===== config.mk =====
export PLATFORM = sky130hd
export DESIGN_NAME = latch_bank
export DESIGN_NICKNAME = d
export VERILOG_FILES = /design/src/rtl/latch_bank_pkg.sv /design/src/rtl/latch_bank_save_sync.sv /design/src/rtl/latch_bank.sv
export SDC_FILE = /design/constraint.sdc
export NUM_CORES = 1
export LEC_CHECK = 0
export CORE_UTILIZATION = 25
export DETAILED_ROUTE_END_ITERATION = 10
export PLACE_DENSITY = 0.54
export RECOVER_POWER = 25
export SYNTH_ARGS = -nofsm -noshare
export SYNTH_HDL_FRONTEND = slang
export SYNTH_SLANG_ARGS = --single-unit

===== constraint.sdc =====
create_clock -name clk -period 1.5 [get_ports clk]
set_clock_uncertainty 0.1 [all_clocks]
set_input_delay 0.3 -clock clk [delete_from_list [all_inputs] [get_ports clk]]
set_output_delay 0.3 -clock clk [all_outputs]
set_load 0.01 [all_outputs]

===== src/rtl/latch_bank_pkg.sv =====
// Shared definitions for the latch bank: default geometry, the summing FSM
// state encoding and the width rule for the channel sum.
package latch_bank_pkg;

  localparam int unsigned DefaultDataW = 4;
  localparam int unsigned DefaultNumCh = 2;

  typedef enum logic [1:0] {
    StIdle,
    StAccum,
    StDone
  } sum_state_e;

  // Enough headroom that adding NUM_CH full-scale channels never overflows.
  function automatic int unsigned sum_width(input int unsigned data_w,
                                            input int unsigned num_ch);
    return data_w + $clog2(num_ch);
  endfunction

endpackage


===== src/rtl/latch_bank_save_sync.sv =====
// One save strobe: two-flop synchroniser followed by a falling-edge detector.
// All flops come out of reset at 1 (button released), so a strobe that is
// high at reset release never looks like a press.
module save_sync
  import latch_bank_pkg::*;
(
  input  logic clk_i,
  input  logic reset_i,
  input  logic save_n_i,
  output logic fall_o
);

  logic sync1_q;
  logic sync2_q;
  logic prev_q;

  // Synchronise the raw strobe and keep a one-cycle-old copy for edge detection.
  always_ff @(posedge clk_i) begin
    if (reset_i) begin
      sync1_q <= 1'b1;
      sync2_q <= 1'b1;
      prev_q  <= 1'b1;
    end else begin
      sync1_q <= save_n_i;
      sync2_q <= sync1_q;
      prev_q  <= sync2_q;
    end
  end

  // High for exactly one cycle per high-to-low transition, however long the press.
  assign fall_o = prev_q & ~sync2_q;

endmodule


===== src/rtl/latch_bank.sv =====
// Bank of NUM_CH data latches, each loaded from a shared bus by its own
// asynchronous active-low save strobe. Optional summing engine enabled by
// defining LATCH_BANK_SUM_EN; without it sum, sum_valid and busy read 0.
module latch_bank
  import latch_bank_pkg::*;
#(
  parameter int unsigned DATA_W = DefaultDataW,
  parameter int unsigned NUM_CH = DefaultNumCh,
  localparam int unsigned SUM_W = sum_width(DATA_W, NUM_CH)
) (
  input  logic                     clk,
  input  logic                     reset,
  input  logic [NUM_CH-1:0]        save_n,
  input  logic [DATA_W-1:0]        data_in,
  output logic [NUM_CH*DATA_W-1:0] q,
  output logic [SUM_W-1:0]         sum,
  output logic                     sum_valid,
  output logic                     busy
);

  logic [NUM_CH-1:0] fall;
  logic              capture;
  logic [DATA_W-1:0] q_q [NUM_CH];

  for (genvar g = 0; g < NUM_CH; g++) begin : gen_ch
    save_sync u_save_sync (
      .clk_i    (clk),
      .reset_i  (reset),
      .save_n_i (save_n[g]),
      .fall_o   (fall[g])
    );

    assign q[g*DATA_W +: DATA_W] = q_q[g];
  end

  assign capture = |fall;

  // Load every channel whose strobe fell this cycle; hold otherwise.
  always_ff @(posedge clk) begin
    if (reset) begin
      for (int i = 0; i < NUM_CH; i++) begin
        q_q[i] <= '0;
      end
    end else begin
      for (int i = 0; i < NUM_CH; i++) begin
        if (fall[i]) begin
          q_q[i] <= data_in;
        end
      end
    end
  end

`ifdef LATCH_BANK_SUM_EN

  localparam int unsigned IdxW = $clog2(NUM_CH);

  sum_state_e        state_q, state_d;
  logic [SUM_W-1:0]  acc_q, acc_d;
  logic [SUM_W-1:0]  sum_q, sum_d;
  logic [IdxW-1:0]   idx_q, idx_d;
  logic              pending_q, pending_d;
  logic              valid_q, valid_d;
  logic [SUM_W-1:0]  chan_val;

  assign chan_val = SUM_W'(q_q[idx_q]);

  // Sequential pass over the channels; captures during a pass are remembered
  // and trigger one full re-run so the final sum reflects the latest q.
  always_comb begin
    state_d   = state_q;
    acc_d     = acc_q;
    idx_d     = idx_q;
    pending_d = pending_q;
    sum_d     = sum_q;
    valid_d   = 1'b0;
    unique case (state_q)
      StIdle: begin
        if (capture) begin
          state_d = StAccum;
          acc_d   = '0;
          idx_d   = '0;
        end
      end
      StAccum: begin
        acc_d = acc_q + chan_val;
        idx_d = idx_q + 1'b1;
        if (capture) begin
          pending_d = 1'b1;
        end
        if (idx_q == IdxW'(NUM_CH - 1)) begin
          state_d = StDone;
        end
      end
      StDone: begin
        sum_d   = acc_q;
        valid_d = 1'b1;
        if (pending_q || capture) begin
          state_d   = StAccum;
          acc_d     = '0;
          idx_d     = '0;
          pending_d = 1'b0;
        end else begin
          state_d = StIdle;
        end
      end
      default: state_d = StIdle;
    endcase
  end

  // FSM and datapath registers; reset discards any pass in flight.
  always_ff @(posedge clk) begin
    if (reset) begin
      state_q   <= StIdle;
      acc_q     <= '0;
      idx_q     <= '0;
      pending_q <= 1'b0;
      sum_q     <= '0;
      valid_q   <= 1'b0;
    end else begin
      state_q   <= state_d;
      acc_q     <= acc_d;
      idx_q     <= idx_d;
      pending_q <= pending_d;
      sum_q     <= sum_d;
      valid_q   <= valid_d;
    end
  end

  assign sum       = sum_q;
  assign sum_valid = valid_q;
  assign busy      = (state_q != StIdle);

`else

  assign sum       = '0;
  assign sum_valid = 1'b0;
  assign busy      = 1'b0;

`endif

endmodule


==> results of run 1 <==
state kept, by name, summed over array words and instances (netlist names):
name,count
q_q,8
gen_ch.u_save_sync.prev_q,2
gen_ch.u_save_sync.sync1_q,2
gen_ch.u_save_sync.sync2_q,2
through the flow:
stage          instance area (sq um)  utilization, %
2_1_floorplan                    563               -
3_3_place_gp                     691            34.5
3_5_place_dp                     691            34.5
4_1_cts                          707            35.3
5_1_grt                          703            35.1
6_report                         703            35.1
final timing paths:
kind	slack, ns	cells past startpoint	startpoint	end
setup / recovery	0.18	1	q_q[0][5]$_DFFE_PP_	q[5]
hold / removal	0.31	1	gen_ch[1].u_save_sync.sync1_q$_SDFF_PP1_	gen_ch[1].u_save_sync.sync2_q$_SDFF_PP1_
setup reg to reg	0.41	2	gen_ch[0].u_save_sync.sync2_q$_SDFF_PP1_	q_q[0][1]$_DFFE_PP_
hold reg to reg	0.31	1	gen_ch[1].u_save_sync.sync1_q$_SDFF_PP1_	gen_ch[1].u_save_sync.sync2_q$_SDFF_PP1_
Yosys cell counts:
master	number
buf_4	7
conb_1	1
or2_1	6
edfxtp_1	8
dfxtp_1	6
buf_6	1
nand2b_2	2
nand2b_1	6
a21oi_1	4
area by class of cell:
cell class | count | area, sq um | share of cell area, %
clock inverter | 1 | 3.75 | 0.534
timing repair buffer | 16 | 144 | 20.5
sequential | 14 | 360 | 51.2
multi-input combinational | 25 | 139 | 19.8
tap | 27 | 33.8 | 4.80
clock buffer | 3 | 22.5 | 3.20
cells by family after synthesis:
family	synth area share [%]
buffers and inverters	11.8
other	0.694
and+or+nand+nor	17.1
AOI/OAI and AO/OA	3.70
DFF	66.7
layer usage:
metal,global-route usage [%],vias up,wire length [um]
met5,0,-,0
met3,4.72,0,53
met2,10.1,15,329
li1,-,155,-
met4,2.94,0,0
met1,5.39,130,232
power breakdown:
group	internal [mW]	switching (mW)	total (mW)
clock network	0.0962	0.104	0.200
registers	0.426	0.00359	0.430
logic	0.0376	0.0356	0.0732
total	0.560	0.143	0.703
repair_timing:
item | CTS | global route
endpoints found under the setup margin | 8 | 0
gates resized for setup | 8 | 0
endpoints found under the hold margin | 0 | 0
==> run_results.csv, run 1 <==
group,metric,value,unit
layout,drive_gt1_share,8.47,%
floorplanning,core,0.00200,sq mm
sta,finalCriticalPeriod,1.32,ns
drt,drtIter0Drc,1,
logic_synthesis,seq_area_frac_synth,66.7,%
critical_path,cp.required,1.10,ns
critical_path,path_max_fanout,1,
power,p_per_area,1000,mW/mm^2
sta,holdWs,0.305,ns
cts,cts_sinks,14,
sta,finalCritPeriodShare,87.8,%
logic_synthesis,syn_area,541,sq um
placement,post-place-ws,0.00136,ns
drt,drc,0,
cts,clkTransAtPathRegs,0.07,ns
cts,cts_hold_buf,0,
logic_synthesis,syn_avg_cell_area,13.2,sq um
floorplanning,io_pins,23,
floorplanning,die_y,48.5,um
logic_synthesis,yosys.area.top_type_share,44.4,%
layout,final_cell_mix,"dlygate4sd2_1 (8), edfxtp_1 (8), conb_1 (7)",
power,power_leakage,0.284,nW
layout,final_cells,86,
critical_path,critPathCaptureType,"output pin",
floorplanning,start_util,27.0,%
cts,clockBufferDepth,2,
logic_synthesis,yosysWarningCount,0,
cts,clock_latency,0.27,ns
placement,routabilityCongestion,0.641,
sta,hold_viol_final,0,
run_status,status,"complete, no violations",
logic_synthesis,ys_top_cells_by_area,"edfxtp_1 (44%), dfxtp_1 (22%), buf_4 (9.7%)",
grt,grt_max_degree,9,
layout,area_delta_synth_final,30.1,%
sta,setup_viol,0,
critical_path,worst_path_largest_cell_delay,0.36,ns
logic_synthesis,synth.distinct_cells,9,
sta,clock.fmax,760,MHz
grt,grt_pass1_wl,1010,um
drt,drt_first_pass_iters,4,
drt,wl,615,um
critical_path,critPathArrivalTime,0.92,ns
drt,via_count,300,
layout,nets,68,
layout,antenna_cells,0,
power,peakVddDrop,0.000560,V
sta,fin_ws,0.183,ns
floorplanning,rows,16,
grt,overflow,0,
floorplanning,die-area,0.00235,sq mm
critical_path,crit_buf_inv,1,
grt,grt_pass1_vias,249,
sta,slew_viol_final,0,
critical_path,cp_slowest_cell,"edfxtp_1",
critical_path,crit_chain,"dlygate4sd2_1",
drt,wl_per_cell,7.15,um
drt,ant_nets,0,
cts,cts_tree,"yes",
flow_run,cap_violations,0,
drt,vias_per_cell,3.49,
floorplanning,die_w,48.5,um
placement,placed_cells,82,
layout,num-fill-cells,209,
sta,rsz0062_at_grt,"no",
logic_synthesis,syn-instance-count,41,
critical_path,critPathLaunchType,"register",
logic_synthesis,synth_seq_cells,14,
cts,cts_buffers,3,
grt,antenna_found_initial,0,
min_path,hold_path_class,"register to register",
sta,fin_setup_tns,0,ns
power,p_total,0.703,mW
placement,io_buffers,15,
cts,cts_root_buffer,"clkbuf_4",
grt,grtUsageTotal,6.10,%
critical_path,path_class,"register to output pin",
cts,cts_setup_buffers,0,
logic_synthesis,yosys.area.top_type,"edfxtp_1",
placement,dpl.hpwl,499,um
critical_path,path_delay_family,"flip-flops",
cts,htreeDepth,1,
No activity file was read; power rests on OpenSTA's default activity.
==> run 2: changes to the inputs <==
--- a/config.mk
+++ b/config.mk
@@ -5,10 +5,11 @@
 export SDC_FILE = /design/constraint.sdc
 export NUM_CORES = 1
 export LEC_CHECK = 0
-export CORE_UTILIZATION = 25
+export CORE_UTILIZATION = 35
 export DETAILED_ROUTE_END_ITERATION = 10
-export PLACE_DENSITY = 0.54
+export PLACE_DENSITY = 0.71
 export RECOVER_POWER = 25
 export SYNTH_ARGS = -nofsm -noshare
 export SYNTH_HDL_FRONTEND = slang
+export SYNTH_HIERARCHICAL = 1
 export SYNTH_SLANG_ARGS = --single-unit
==> constraint.sdc (replaced) <==
create_clock -name clk -period 1.5 [get_ports clk]
set_clock_uncertainty 0.1 [all_clocks]
set_input_delay 0.3 -clock clk [delete_from_list [all_inputs] [get_ports clk]]
set_output_delay 0.3 -clock clk [all_outputs]
set_load 0.005 [all_outputs]
==> run_results.csv, run 2 <==
group,metric,value,unit
run_status,status,"complete, no violations",
logic_synthesis,seq_area_frac_synth,70.2,%
min_path,hold_path_class,"register to register",
sta,finalCriticalPeriod,1.35,ns
cts,cts_tree,"yes",
placement,placed_cells,67,
layout,final_cell_mix,"or2_1 (8), edfxtp_1 (8), conb_1 (7), clkdlybuf4s50_1 (7), dfxtp_1 (6)",
floorplanning,start_util,38.5,%
layout,nets,65,
drt,wl_per_cell,9.91,um
critical_path,critPathCaptureType,"register",
grt,antenna_found_initial,0,
sta,clock.fmax,740,MHz
grt,grt_pass1_vias,261,
placement,dpl.hpwl,547,um
logic_synthesis,syn_area,513,sq um
placement,place_area,659,sq um
grt,grt_pass1_wl,1050,um
placement,io_buffers,15,
logic_synthesis,synth_edf_count,8,
floorplanning,die-area,0.00162,sq mm
power,power_leakage,0.325,nW
floorplanning,die_w,40.3,um
flow_run,cap_violations,0,
placement,routabilityCongestion,0.654,
sta,rsz0062_at_grt,"no",
layout,top_register,"q_q",
drt,drtIter0Drc,6,
layout,final_cells,70,
grt,grt_max_degree,10,
logic_synthesis,syn_avg_cell_area,13.9,sq um
critical_path,cp.required,1.46,ns
sta,hold_viol_final,0,
critical_path,path_max_fanout,9,
layout,area_delta_synth_final,34.9,%
layout,antenna_cells,0,
floorplanning,io_pins,23,
floorplanning,core,0.00133,sq mm
sta,holdWs,0.308,ns
logic_synthesis,synth.distinct_cells,8,
cts,clkTransAtPathRegs,0.07,ns
floorplanning,die_y,40.3,um
logic_synthesis,syn-instance-count,37,
sta,setup_viol,0,
cts,cts_root_buffer,"clkbuf_4",
sta,finalCritPeriodShare,90.0,%
logic_synthesis,yosys.area.top_type_share,46.8,%
sta,slew_viol_final,0,
cts,htreeDepth,1,
sta,fin_ws,0.149,ns
drt,drt_first_pass_iters,2,
layout,postLayoutCoreUtil,51.9,%
critical_path,critPathLaunchType,"primary input",
drt,drc,0,
layout,drive_gt1_share,7.27,%
logic_synthesis,synth_seq_cells,14,
logic_synthesis,synthFlopType,"edfxtp_1",
logic_synthesis,ys_top_cells_by_area,"edfxtp_1 (47%), dfxtp_1 (23%), buf_4 (10%)",
cts,cts_buffers,3,
critical_path,path_class,"primary input to register",
drt,wl,694,um
power,p_total,0.687,mW
logic_synthesis,synthTopCellsByCount,"edfxtp_1 (8), or2_1 (8), buf_4 (7)",
grt,overflow,0,
cts,cts_sinks,14,
logic_synthesis,yosysWarningCount,6,
logic_synthesis,async_reset_ff_share,0,%
drt,via_count,293,
layout,largest_reg_flops,8,
critical_path,critPathArrivalTime,1.31,ns
layout,num-fill-cells,118,
drt,ant_nets,0,
drt,vias_per_cell,4.19,
placement,post-place-ws,-0.122,ns
grt,grtUsageTotal,10.7,%
cts,clock_latency,0.26,ns
floorplanning,rows,13,
sta,fin_setup_tns,0,ns
power,peakVddDrop,0.000496,V
power,p_per_area,993,mW/mm^2
logic_synthesis,yosys.area.top_type,"edfxtp_1",
layout,fin_area,692,sq um
cts,clockBufferDepth,2,
run 2: final cells by class:
cell class	count	area (sq um)	share of cell area [%]
sequential	14	360	52.1
timing repair buffer	16	168	24.2
multi-input combinational	22	123	17.7
clock buffer	3	22.5	3.25
tap	15	18.8	2.71
run 2: report_power, final:
group / leakage (nW) / switching, mW / internal [mW]
Combinational: 0.177 / 0.0262 / 0.0408
Sequential: 0.134 / 0.00444 / 0.426
Clock: 0.0138 / 0.0974 / 0.0926
run 2: timing repair:
| action | in CTS | in global routing |
|---|---|---|
| hold buffers | 0 | 0 |
| setup buffers | 0 | 0 |
| resized for setup | 2 | 6 |
| pin swaps | 0 | 0 |
| endpoints found under the setup margin | 2 | 6 |
run 2: worst paths after layout:
path / start / end / slack (ns) / depth (start not counted)
setup reg to reg: gen_ch[1].u_save_sync/prev_q$_SDFF_PP1_ / q_q[0][2]$_DFFE_PP_ / 0.35 / 3
hold / removal: gen_ch[0].u_save_sync/sync1_q$_SDFF_PP1_ / gen_ch[0].u_save_sync/sync2_q$_SDFF_PP1_ / 0.31 / 1
hold reg to reg: gen_ch[0].u_save_sync/sync1_q$_SDFF_PP1_ / gen_ch[0].u_save_sync/sync2_q$_SDFF_PP1_ / 0.31 / 1
setup / recovery: reset / q_q[0][2]$_DFFE_PP_ / 0.15 / 3
run 2: per-layer routing:
metal,GRT usage [%],wire length [um],vias to the layer above
met3,3.33,86,2
li1,-,-,147
met1,11.0,277,127
met2,16.9,324,17
met4,10.0,6,0
met5,0,0,-
run 2: kinds of logic (layout without fill, tap and decap cells):
| group | Yosys count | after routing | synth area share (%) |
|---|---|---|---|
| AND/OR/NAND/NOR | 15 | 15 | 18.8 |
| flip-flops | 14 | 14 | 70.2 |
| buffers and inverters | 7 | 19 | 10.2 |
| other | 1 | 7 | 0.731 |
run 2: worst max-delay path, stage by stage:
cell and delay [ns]:
clkdlybuf4s50_1 0.51, buf_4 0.20, nor3b_1 0.30
